==> src/rtl/ntt_pkg.sv <==
// Shared types and widths for the NTT start arbitration slice.
// Holds the requester FSM state encoding and the wait-counter helper.
package ntt_pkg;

    typedef enum logic [1:0] {
        IDLE = 2'd0,
        REQ  = 2'd1,
        RUN  = 2'd2
    } ntt_state_t;

    localparam int NTT_MASK_W = 4;
    localparam int NTT_CMD_W  = 32;
    localparam int NTT_WAIT_W = 8;

    // Saturating increment so a long-starved request never wraps back to "not starved".
    function automatic logic [NTT_WAIT_W-1:0] sat_inc(input logic [NTT_WAIT_W-1:0] v);
        return (v == '1) ? v : v + 8'd1;
    endfunction

endpackage

==> src/rtl/ntt_start_requester_if.sv <==
// Bundle of sequencer, arbiter and core signals around one NTT start requester.
// The slave modport is the requester; the master modport is its environment.
interface ntt_start_requester_if #(
    parameter int DEPTH  = 4,
    parameter int CMD_W  = ntt_pkg::NTT_CMD_W,
    parameter int MASK_W = ntt_pkg::NTT_MASK_W
);
    localparam int CNT_W = $clog2(DEPTH) + 1;

    logic              cmd_valid;
    logic              cmd_ready;
    logic [CMD_W-1:0]  cmd_data;
    logic [MASK_W-1:0] cmd_mask;
    logic              start_req;
    logic [MASK_W-1:0] bank_mask;
    logic              grant_start;
    logic              busy;
    logic              core_start;
    logic [CMD_W-1:0]  core_cmd;
    logic              core_done;
    logic [CNT_W-1:0]  q_count;
    logic              starved;
    logic              err_done;

    modport master (
        output cmd_valid, cmd_data, cmd_mask, grant_start, core_done,
        input  cmd_ready, start_req, bank_mask, busy, core_start, core_cmd,
               q_count, starved, err_done
    );

    modport slave (
        input  cmd_valid, cmd_data, cmd_mask, grant_start, core_done,
        output cmd_ready, start_req, bank_mask, busy, core_start, core_cmd,
               q_count, starved, err_done
    );

endinterface

==> src/rtl/ntt_cmd_fifo.sv <==
// Synchronous command FIFO with occupancy count; head is read combinationally.
// Push when full and pop when empty are ignored so the count can never run away.
module ntt_cmd_fifo #(
    parameter int DEPTH = 4,
    parameter int WIDTH = 36
) (
    input  logic                     clk,
    input  logic                     rst,
    input  logic                     push,
    input  logic [WIDTH-1:0]         wr_data,
    input  logic                     pop,
    output logic [WIDTH-1:0]         rd_data,
    output logic [$clog2(DEPTH):0]   count
);
    localparam int PTR_W = $clog2(DEPTH);
    localparam int CNT_W = PTR_W + 1;

    logic [WIDTH-1:0] mem [DEPTH];
    logic [PTR_W-1:0] wr_ptr;
    logic [PTR_W-1:0] rd_ptr;
    logic             wr_en;
    logic             rd_en;

    assign wr_en   = push && (count != CNT_W'(DEPTH));
    assign rd_en   = pop && (count != '0);
    assign rd_data = mem[rd_ptr];

    // Pointers are exactly log2(DEPTH) bits, so they wrap modulo DEPTH on their own.
    always_ff @(posedge clk) begin
        if (rst) begin
            wr_ptr <= '0;
            rd_ptr <= '0;
            count  <= '0;
        end else begin
            if (wr_en) wr_ptr <= wr_ptr + 1'b1;
            if (rd_en) rd_ptr <= rd_ptr + 1'b1;
            case ({wr_en, rd_en})
                2'b10:   count <= count + 1'b1;
                2'b01:   count <= count - 1'b1;
                default: count <= count;
            endcase
        end
    end

    always_ff @(posedge clk) begin
        if (wr_en) mem[wr_ptr] <= wr_data;
    end

endmodule

==> src/rtl/ntt_start_requester.sv <==
// Core-side initiator: queues start commands, requests the shared start arbiter,
// launches the NTT core on grant and reports busy until the core signals done.
module ntt_start_requester
    import ntt_pkg::*;
#(
    parameter int DEPTH        = 4,
    parameter int CMD_W        = NTT_CMD_W,
    parameter int MASK_W       = NTT_MASK_W,
    parameter int STARVE_LIMIT = 15
) (
    input  logic            clk,
    input  logic            rst,
    ntt_start_requester_if.slave bus
);
    localparam int CNT_W   = $clog2(DEPTH) + 1;
    localparam int ENTRY_W = CMD_W + MASK_W;

    ntt_state_t          state;
    ntt_state_t          state_next;
    logic                push;
    logic                pop;
    logic                cmd_ready;
    logic [CNT_W-1:0]    q_count;
    logic [CNT_W-1:0]    count_after;
    logic [ENTRY_W-1:0]  head;
    logic [CMD_W-1:0]    head_data;
    logic [MASK_W-1:0]   head_mask;
    logic [NTT_WAIT_W-1:0] wait_cnt;
    logic                core_start_q;
    logic [CMD_W-1:0]    core_cmd_q;
    logic                err_done_q;
    logic                start_req_d;
    logic                busy_d;
    logic [MASK_W-1:0]   bank_mask_d;

    assign cmd_ready   = (q_count < CNT_W'(DEPTH));
    assign push        = bus.cmd_valid & cmd_ready;
    assign pop         = (state == REQ) & bus.grant_start;
    assign {head_data, head_mask} = head;
    assign count_after = q_count + CNT_W'(push) - CNT_W'(pop);

    ntt_cmd_fifo #(
        .DEPTH (DEPTH),
        .WIDTH (ENTRY_W)
    ) u_fifo (
        .clk     (clk),
        .rst     (rst),
        .push    (push),
        .wr_data ({bus.cmd_data, bus.cmd_mask}),
        .pop     (pop),
        .rd_data (head),
        .count   (q_count)
    );

    always_ff @(posedge clk) begin
        if (rst) state <= IDLE;
        else     state <= state_next;
    end

    // A finishing run goes straight back to REQ when work is waiting, avoiding an IDLE bubble.
    always_comb begin
        state_next = state;
        unique case (state)
            IDLE:    if (q_count != '0) state_next = REQ;
            REQ:     if (bus.grant_start) state_next = RUN;
            RUN:     if (bus.core_done) state_next = (count_after != '0) ? REQ : IDLE;
            default: state_next = IDLE;
        endcase
    end

    // Arbiter-facing outputs depend only on registered state, never on grant_start.
    always_comb begin
        start_req_d = 1'b0;
        busy_d      = 1'b0;
        bank_mask_d = '0;
        unique case (state)
            REQ: begin
                start_req_d = 1'b1;
                bank_mask_d = head_mask;
            end
            RUN:     busy_d = 1'b1;
            default: ;
        endcase
    end

    always_ff @(posedge clk) begin
        if (rst) begin
            core_start_q <= 1'b0;
            core_cmd_q   <= '0;
            wait_cnt     <= '0;
            err_done_q   <= 1'b0;
        end else begin
            core_start_q <= pop;
            if (pop) core_cmd_q <= head_data;
            if ((state == REQ) && !bus.grant_start) wait_cnt <= sat_inc(wait_cnt);
            else                                    wait_cnt <= '0;
            if (bus.core_done && (state != RUN)) err_done_q <= 1'b1;
        end
    end

    assign bus.cmd_ready  = cmd_ready;
    assign bus.start_req  = start_req_d;
    assign bus.bank_mask  = bank_mask_d;
    assign bus.busy       = busy_d;
    assign bus.core_start = core_start_q;
    assign bus.core_cmd   = core_cmd_q;
    assign bus.q_count    = q_count;
    assign bus.starved    = (wait_cnt >= NTT_WAIT_W'(STARVE_LIMIT));
    assign bus.err_done   = err_done_q;

endmodule

==> src/flat_wrapper.sv <==
// flat-port wrapper written by rule: the top's interface ports become plain ports
module ntt_start_requester_flat import ntt_pkg::*;
#(
    parameter int DEPTH        = 4,
    parameter int CMD_W        = NTT_CMD_W,
    parameter int MASK_W       = NTT_MASK_W,
    parameter int STARVE_LIMIT = 15
)
  (clk, rst, bus_cmd_valid, bus_cmd_data, bus_cmd_mask, bus_grant_start, bus_core_done, bus_cmd_ready, bus_start_req, bus_bank_mask, bus_busy, bus_core_start, bus_core_cmd, bus_q_count, bus_starved, bus_err_done);
  ntt_start_requester_if #(.DEPTH(DEPTH), .CMD_W(CMD_W), .MASK_W(MASK_W)) bus_i ();
  input  logic clk;
  input  logic rst;
  input wire logic [$bits(bus_i.cmd_valid)-1:0] bus_cmd_valid;
  input wire logic [$bits(bus_i.cmd_data)-1:0] bus_cmd_data;
  input wire logic [$bits(bus_i.cmd_mask)-1:0] bus_cmd_mask;
  input wire logic [$bits(bus_i.grant_start)-1:0] bus_grant_start;
  input wire logic [$bits(bus_i.core_done)-1:0] bus_core_done;
  output wire logic [$bits(bus_i.cmd_ready)-1:0] bus_cmd_ready;
  output wire logic [$bits(bus_i.start_req)-1:0] bus_start_req;
  output wire logic [$bits(bus_i.bank_mask)-1:0] bus_bank_mask;
  output wire logic [$bits(bus_i.busy)-1:0] bus_busy;
  output wire logic [$bits(bus_i.core_start)-1:0] bus_core_start;
  output wire logic [$bits(bus_i.core_cmd)-1:0] bus_core_cmd;
  output wire logic [$bits(bus_i.q_count)-1:0] bus_q_count;
  output wire logic [$bits(bus_i.starved)-1:0] bus_starved;
  output wire logic [$bits(bus_i.err_done)-1:0] bus_err_done;
  assign bus_i.cmd_valid = bus_cmd_valid;
  assign bus_i.cmd_data = bus_cmd_data;
  assign bus_i.cmd_mask = bus_cmd_mask;
  assign bus_i.grant_start = bus_grant_start;
  assign bus_i.core_done = bus_core_done;
  assign bus_cmd_ready = bus_i.cmd_ready;
  assign bus_start_req = bus_i.start_req;
  assign bus_bank_mask = bus_i.bank_mask;
  assign bus_busy = bus_i.busy;
  assign bus_core_start = bus_i.core_start;
  assign bus_core_cmd = bus_i.core_cmd;
  assign bus_q_count = bus_i.q_count;
  assign bus_starved = bus_i.starved;
  assign bus_err_done = bus_i.err_done;
  ntt_start_requester #(.DEPTH(DEPTH), .CMD_W(CMD_W), .MASK_W(MASK_W), .STARVE_LIMIT(STARVE_LIMIT)) u_core (.clk(clk), .rst(rst), .bus(bus_i));
endmodule
==> config.mk <==
export PLATFORM = sky130hd
export DESIGN_NAME = ntt_start_requester_flat
export DESIGN_NICKNAME = d
export VERILOG_FILES = /design/src/rtl/ntt_pkg.sv /design/src/rtl/ntt_start_requester_if.sv /design/src/rtl/ntt_cmd_fifo.sv /design/src/rtl/ntt_start_requester.sv /design/src/flat_wrapper.sv
export SDC_FILE = /design/constraint.sdc
export NUM_CORES = 1
export LEC_CHECK = 0
export ABC_AREA = 1
export CORE_UTILIZATION = 56
export CTS_CLUSTER_SIZE = 28
export DETAILED_ROUTE_END_ITERATION = 10
export HOLD_SLACK_MARGIN = 0.1
export PLACE_DENSITY = 0.91
export SETUP_SLACK_MARGIN = 0.02
export SLEW_MARGIN = 20
export SYNTH_ARGS = -nofsm -noshare
export SYNTH_HDL_FRONTEND = slang
export SYNTH_SLANG_ARGS = --single-unit
export TNS_END_PERCENT = 100
==> constraint.sdc <==
create_clock -name clk -period 3.71 [get_ports clk]
set_input_delay 0.742 -clock clk [delete_from_list [all_inputs] [get_ports clk]]
set_output_delay 0.742 -clock clk [all_outputs]
set_load 0.01 [all_outputs]
==> results of run 1 <==
==> power by group through the flow <==
stage | sequential [W] | clock, W | combinational [W]
2_1_floorplan | 0.00267 | 0 | 0.000426
3_3_place_gp | 0.00265 | 0 | 0.000739
3_5_place_dp | 0.00266 | 0 | 0.000767
4_1_cts | 0.00261 | 0.00185 | 0.000779
5_1_grt | 0.00263 | 0.00194 | 0.000861
6_report | 0.00261 | 0.00184 | 0.000777
==> Yosys cell counts, types with 5 or more instances <==
| cell type | count | share of area [%] |
|---|---|---|
| dfxtp_1 | 53 | 13 |
| o21ai_1 | 5 | 0.31 |
| ha_1 | 8 | 1.2 |
| inv_1 | 97 | 4.5 |
| buf_2 | 19 | 1.2 |
| o21a_1 | 33 | 3.1 |
| o21ai_0 | 42 | 2.6 |
| edfxtp_1 | 144 | 54 |
| buf_4 | 6 | 0.56 |
| nor2_1 | 165 | 7.7 |
| a21oi_1 | 15 | 0.93 |
| nand3_1 | 44 | 2.7 |
| nand2_1 | 131 | 6.1 |
==> state kept, by name (all words and copies together) (netlist names), named ones only <==
signal,flops
u_core.u_fifo.count,3
u_core.u_fifo.rd_ptr,2
u_core.wait_cnt,8
u_core.bus.err_done,1
u_core.state,2
u_core.bus.core_start,1
u_core.bus.core_cmd,32
u_core.u_fifo.wr_ptr,2
u_core.u_fifo.mem,144
==> through the flow <==
stage               util (%)  setup WS, ns  hold WS (ns)  area, um^2
finish                 69.20        0.6377        0.4720        9681
floorplan                  -        0.8203        0.4588        8075
global placement       64.96        0.8384        0.4507        9086
CTS                    69.20        0.6494        0.4755        9681
detailed placement     64.96        0.7678        0.4594        9086
global route           69.20        0.4873        0.5293        9681
==> worst max-delay path, stage by stage, from the launching register on <==
cell             delay (ns)
dfxtp_4                0.43
inv_1                  0.51
o21ai_0                0.20
a21oi_1                0.20
clkdlybuf4s50_1        0.57
==> layer usage <==
metal | track usage, % | part of all wire (%)
met2 | 40.32 | 51
met5 | 0 | 0
met1 | 27.93 | 40
met3 | 5.899 | 6.2
met4 | 13.19 | 3.3
==> path summary, 6_finish.rpt <==
check                                                    startpoint  cells after the start                               end
worst min register to register     u_core.bus.err_done$_SDFFE_PP0P_                      2  u_core.bus.err_done$_SDFFE_PP0P_
worst max register to register  u_core.u_fifo.count[2]$_SDFFE_PP0P_                     11      u_core.state[0]$_SDFFE_PP0P_
worst max-delay path                                      flip-flop                      4                  bus_bank_mask[1]
worst min-delay path               u_core.bus.err_done$_SDFFE_PP0P_                      2  u_core.bus.err_done$_SDFFE_PP0P_
==> area by class of cell <==
class | count | area (um^2)
flip-flops and latches | 197 | 5390
fillers | 977 | 4308
multi-input cells | 456 | 2136
repair buffers | 99 | 955.9
clock buffers | 17 | 425.4
inverters | 101 | 379.1
well taps | 180 | 225.2
clock inverters | 15 | 168.9
==> cells by family (layout without fill, tap and decap cells) <==
family | after synthesis | after routing | share of synthesized area (%)
and+or+nand+nor | 349 | 349 | 17.28
AOI/OAI and AO/OA | 97 | 97 | 7.065
adders and majority gates | 10 | 10 | 1.735
DFF | 197 | 197 | 66.69
buffers and inverters | 135 | 232 | 7.236
==> metrics.md, run 1 <==
| Metric | Value |
|---|---|
| Std-Cell Rows | `43` |
| I/O pins | `86` |
| Library cells used by synthesis | `26` |
| Power after layout | `0.005232 W` |
| PwrDens | `540.5 nW/um^2` |
| DP Cell Count | `1033` |
| Switching pwr | `0.001354 W` |
| Crit path arrival time | `2.33 ns` |
| Total grt overflow | `0` |
| FMAX | `325.5 MHz` |
| Antenna violations before repair | `0` |
| Most frequent cells in the layout | `161 x nor2_1, 144 x edfxtp_1, 131 x nand2_1, 97 x inv_1, 85 x clkdlybuf4s50_1` |
| TritonCTS Sinks | `197` |
| Worst-margin pin slew | `0.8024 ns` |
| 1st-pass router iterations | `7` |
| Total wire length | `16800 um` |
| CTS Buffer Depth | `2` |
| Final min period | `3.072 ns` |
| Global-route wire length before repair | `26330 um` |
| RSZ-0062 raised after global routing | `false` |
| CTS resizes | `0` |
| ANT cells | `0` |
| CTS HTree Levels | `4` |
| Largest net degree at the start of global routing | `82` |
| Setup crit end kind | `output pin` |
| Gate Count Post-Synth | `788` |
| Final Hold Vio Count | `0` |
| Cts bufs inserted | `17` |
| Fin nets | `923` |
| Count of pins over their slew limit | `0` |
| Register area share after synthesis | `66.69%` |
| Ys flop type | `edfxtp_1` |
| Yosys warnings | `0` |
| Area delta synth->final | `19.88%` |
| Status | `finished clean` |
| Antenna viol nets, final | `0` |
| Post-CTS Setup Inserts | `0` |
| Vias in the first global route | `5573` |
| WS Path Type | `reg2out` |
| Critical Path Source Type | `flip-flop` |
| Syn_nets | `839` |
| Avg Vias per Cell | `5.320` |
| Power share of the combinational group | `14.9%` |
| DR WL/cell | `15.77 um` |
| PortBufs | `85` |
| Post-Syn Area | `8075 um^2` |
| DRC | `0` |
| Iter 0 DRT Violations | `502` |
| Clock slew at reported path FFs | `0.07 ns` |
| Most common cell after layout, fill and taps aside | `nor2_1` |
| Hold_buf cts | `0` |
| Post-route setup TNS | `0 ns` |
| CTS tree | `yes` |
| Register share of total power | `50.0%` |
| Placer Congestion | `0.7604` |
| Leakage | `3.776 nW` |
| Total number of vias | `5666` |
| Die W | `122.1 um` |
| Final HPWL DP | `10040 um` |
| Initial core utilization | `57.73%` |
| Hold crit path type | `reg2reg` |
| Sw Share | `25.87%` |
| Number of synthesized flops with an enable pin | `144` |
| VDD IR max | `0.3169 mV` |
| Flop2flop setup slack | `1.39 ns` |
| Later-pin clock latency in the skew report | `0.43 ns` |
| Pint | `0.003879 W` |
| Syn Area/Cell | `10.25 um^2` |
| Final cycle utilization of the critical path | `82.81%` |
| Clock power frac | `35.2%` |
| Max-cap violations | `0` |
| Asr flop ratio synth | `0%` |
| Finish-stage setup viols | `0` |
| Core Area | `13990 um^2` |
| Die area | `14900 um^2` |
| GRT Resource Usage Total | `23.88%` |
| Share of cells above drive strength 1 | `6.780%` |
| Clock Skew | `0.01160 ns` |
| Root Buffer | `clkbuf_16` |
| Largest fanout on the critical path | `25` |
| Final Non-Filler Cells | `1065` |
| Worst EP required | `2.97 ns` |
| Chip height | `122.1 um` |
| Synthesis-stage register bit count | `197` |
| Max-slew headroom | `46.51%` |
Note: power is estimated with default switching activity, not from simulation.
==> inputs of run 2 (changes only) <==
CORE_UTILIZATION = 51   (was 56)
PLACE_DENSITY = 0.88   (was 0.91)
clock period = 2.6 ns   (was 3.71 ns; I/O delays follow)
==> metrics.md, run 2 (synthesis gave the netlist of run 1 again) <==
| Metric | Value |
|---|---|
| Status | `finished clean` |
| Crit path arrival time | `1.99 ns` |
| Most frequent cells in the layout | `160 x nor2_1, 144 x edfxtp_1, 131 x nand2_1, 96 x inv_1, 85 x clkdlybuf4s50_1` |
| Die area | `16340 um^2` |
| Setup crit end kind | `output pin` |
| Buf/Inv on CP | `2` |
| CTS tree | `yes` |
| Max-slew headroom | `65.62%` |
| Largest net degree at the start of global routing | `44` |
| Most common cell after layout, fill and taps aside | `nor2_1` |
| WHS Path Cells | `2` |
| Cells along the critical path | `ha_1 -> nand2_1 -> nor2_4 -> inv_1 -> nand4_1 -> clkdlybuf4s50_1` |
| Hold WS | `0.4849 ns` |
| RSZ-0062 raised after global routing | `false` |
| Vias in the first global route | `5224` |
| Area delta synth->final | `22.22%` |
| Initial core utilization | `52.73%` |
| Biggest register | `u_core.u_fifo.mem` |
| Max-cap violations | `0` |
| Later-pin clock latency in the skew report | `0.43 ns` |
| Slowest cell delay on critical path | `0.55 ns` |
| Final min period | `2.508 ns` |
| DP Cell Count | `1069` |
| Depth of the worst register-to-register path | `11` |
| WS Path Type | `reg2out` |
| Final Non-Filler Cells | `1108` |
| Hold crit path type | `reg2reg` |
| Fin nets | `935` |
| TritonCTS Sinks | `197` |
| 1st-pass router iterations | `5` |
| Antenna violations before repair | `1` |
| Antenna viol nets, final | `0` |
| Worst EP required | `2.08 ns` |
| CTS Buffer Depth | `2` |
| Avg Vias per Cell | `5.041` |
| Leakage | `3.839 nW` |
| Largest register FFs | `144` |
| Crit-path leading delay family | `buffers and inverters` |
| Die W | `127.8 um` |
| Final cycle utilization of the critical path | `96.45%` |
| Std-Cell Rows | `45` |
| PortBufs | `85` |
| Total wire length | `16200 um` |
| CTS HTree Levels | `4` |
| Power after layout | `0.007525 W` |
| Iter 0 DRT Violations | `587` |
| Total number of vias | `5585` |
| Worst-margin pin slew | `0.5157 ns` |
| Crit path depth | `6` |
| Root Buffer | `clkbuf_16` |
| Count of pins over their slew limit | `0` |
| Cts bufs inserted | `17` |
| ANT cells | `0` |
| Total grt overflow | `0` |
| Reg area | `5393 um^2` |
| Critical-path cell with the highest stage delay | `clkdlybuf4s50_1` |
| FMAX | `398.8 MHz` |
| Critical Path Source Type | `flip-flop` |
| Placer Congestion | `0.8222` |
| Chip height | `127.8 um` |
| Finish-stage setup viols | `0` |
| PwrDens | `762.4 nW/um^2` |
| Clock slew at reported path FFs | `0.07 ns` |
| Core Area | `15310 um^2` |
| DR WL/cell | `14.62 um` |
| Clock Skew | `0.008128 ns` |
| Largest fanout on the critical path | `5` |
| Final HPWL DP | `9873 um` |
| Global-route wire length before repair | `25670 um` |
| Filler Cell Count | `1182` |
| GRT Resource Usage Total | `21.03%` |
| VDD IR max | `0.5848 mV` |
| Final Hold Vio Count | `0` |
| I/O pins | `86` |
| DRC | `0` |
| Multi-input gate area | `2143 um^2` |
| Share of cells above drive strength 1 | `7.915%` |
-- run 2: cell count changes in the layout (fill, tap and decap cells not counted), moves of 2 or more --
cell	change
buf_12	+3
buf_4	+8
clkbuf_1	+2
clkinvlp_4	+2
-- run 2: layout make-up --
class | instances | share of cell area [%]
Timing Repair Buffer | 110 | 10.90
Clock buffer | 19 | 4.386
Tap cell | 211 | 2.675
Clock inverter | 13 | 1.724
Multi-Input combinational cell | 456 | 21.72
Inverter | 101 | 3.905
Sequential cell | 197 | 54.64
Timing Repair inverter | 1 | 0.05071
-- run 2: worst register-to-register path: cells and delay by family (launching register included) --
kind	cells	cell delay, ns
fa+ha+maj	2	0.56
flops	1	0.38
simple gates	6	0.67
buf+inv	3	0.49
-- run 2: worst paths after layout --
kind                                        from  slack (ns)                             endpoint
max              u_core.wait_cnt[0]$_SDFFE_PP0P_        0.09                          bus_starved
min             u_core.bus.err_done$_SDFFE_PP0P_        0.48     u_core.bus.err_done$_SDFFE_PP0P_
max reg2reg  u_core.u_fifo.count[2]$_SDFFE_PP0P_        0.41  u_core.u_fifo.count[2]$_SDFFE_PP0P_
min reg2reg     u_core.bus.err_done$_SDFFE_PP0P_        0.48     u_core.bus.err_done$_SDFFE_PP0P_
-- run 2: layer usage --
metal | global-route usage [%] | vias up | wire length, um
met5 | 0 | - | 13
met4 | 10.10 | 2 | 394
met3 | 4.341 | 37 | 1085
met2 | 35.39 | 217 | 7982
met1 | 26.00 | 2573 | 6720
li1 | - | 2756 | -
-- run 2: through the flow --
stage	setup TNS, ns	worst slack, ns	area, um^2	utilization [%]
after global routing	0	0.02868	9869	64.44
after CTS	0	0.05261	9829	64.18
after detailed placement	-0.03705	-0.03705	9200	60.07
final	0	0.09239	9869	64.44
after floorplan	-9.753	-0.06773	8075	-
after global placement	0	0.05044	9200	60.07
-- run 2: report_power, final --
part | total (W) | switching (W) | internal, W | leakage [nW]
registers | 0.00372 | 0.000101 | 0.00362 | 1.76
clock network | 0.00266 | 0.00114 | 0.00153 | 0.285
logic | 0.00114 | 0.000634 | 0.000508 | 1.80
-- run 2: what timing repair did --
item / in CTS / in global routing
buffers inserted: 2 / 4
resized for setup: 4 / 1
hold buffers: 0 / 0
cloned: 0 / 1
endpoints found under the setup margin: 5 / 5
pin swaps: 0 / 0
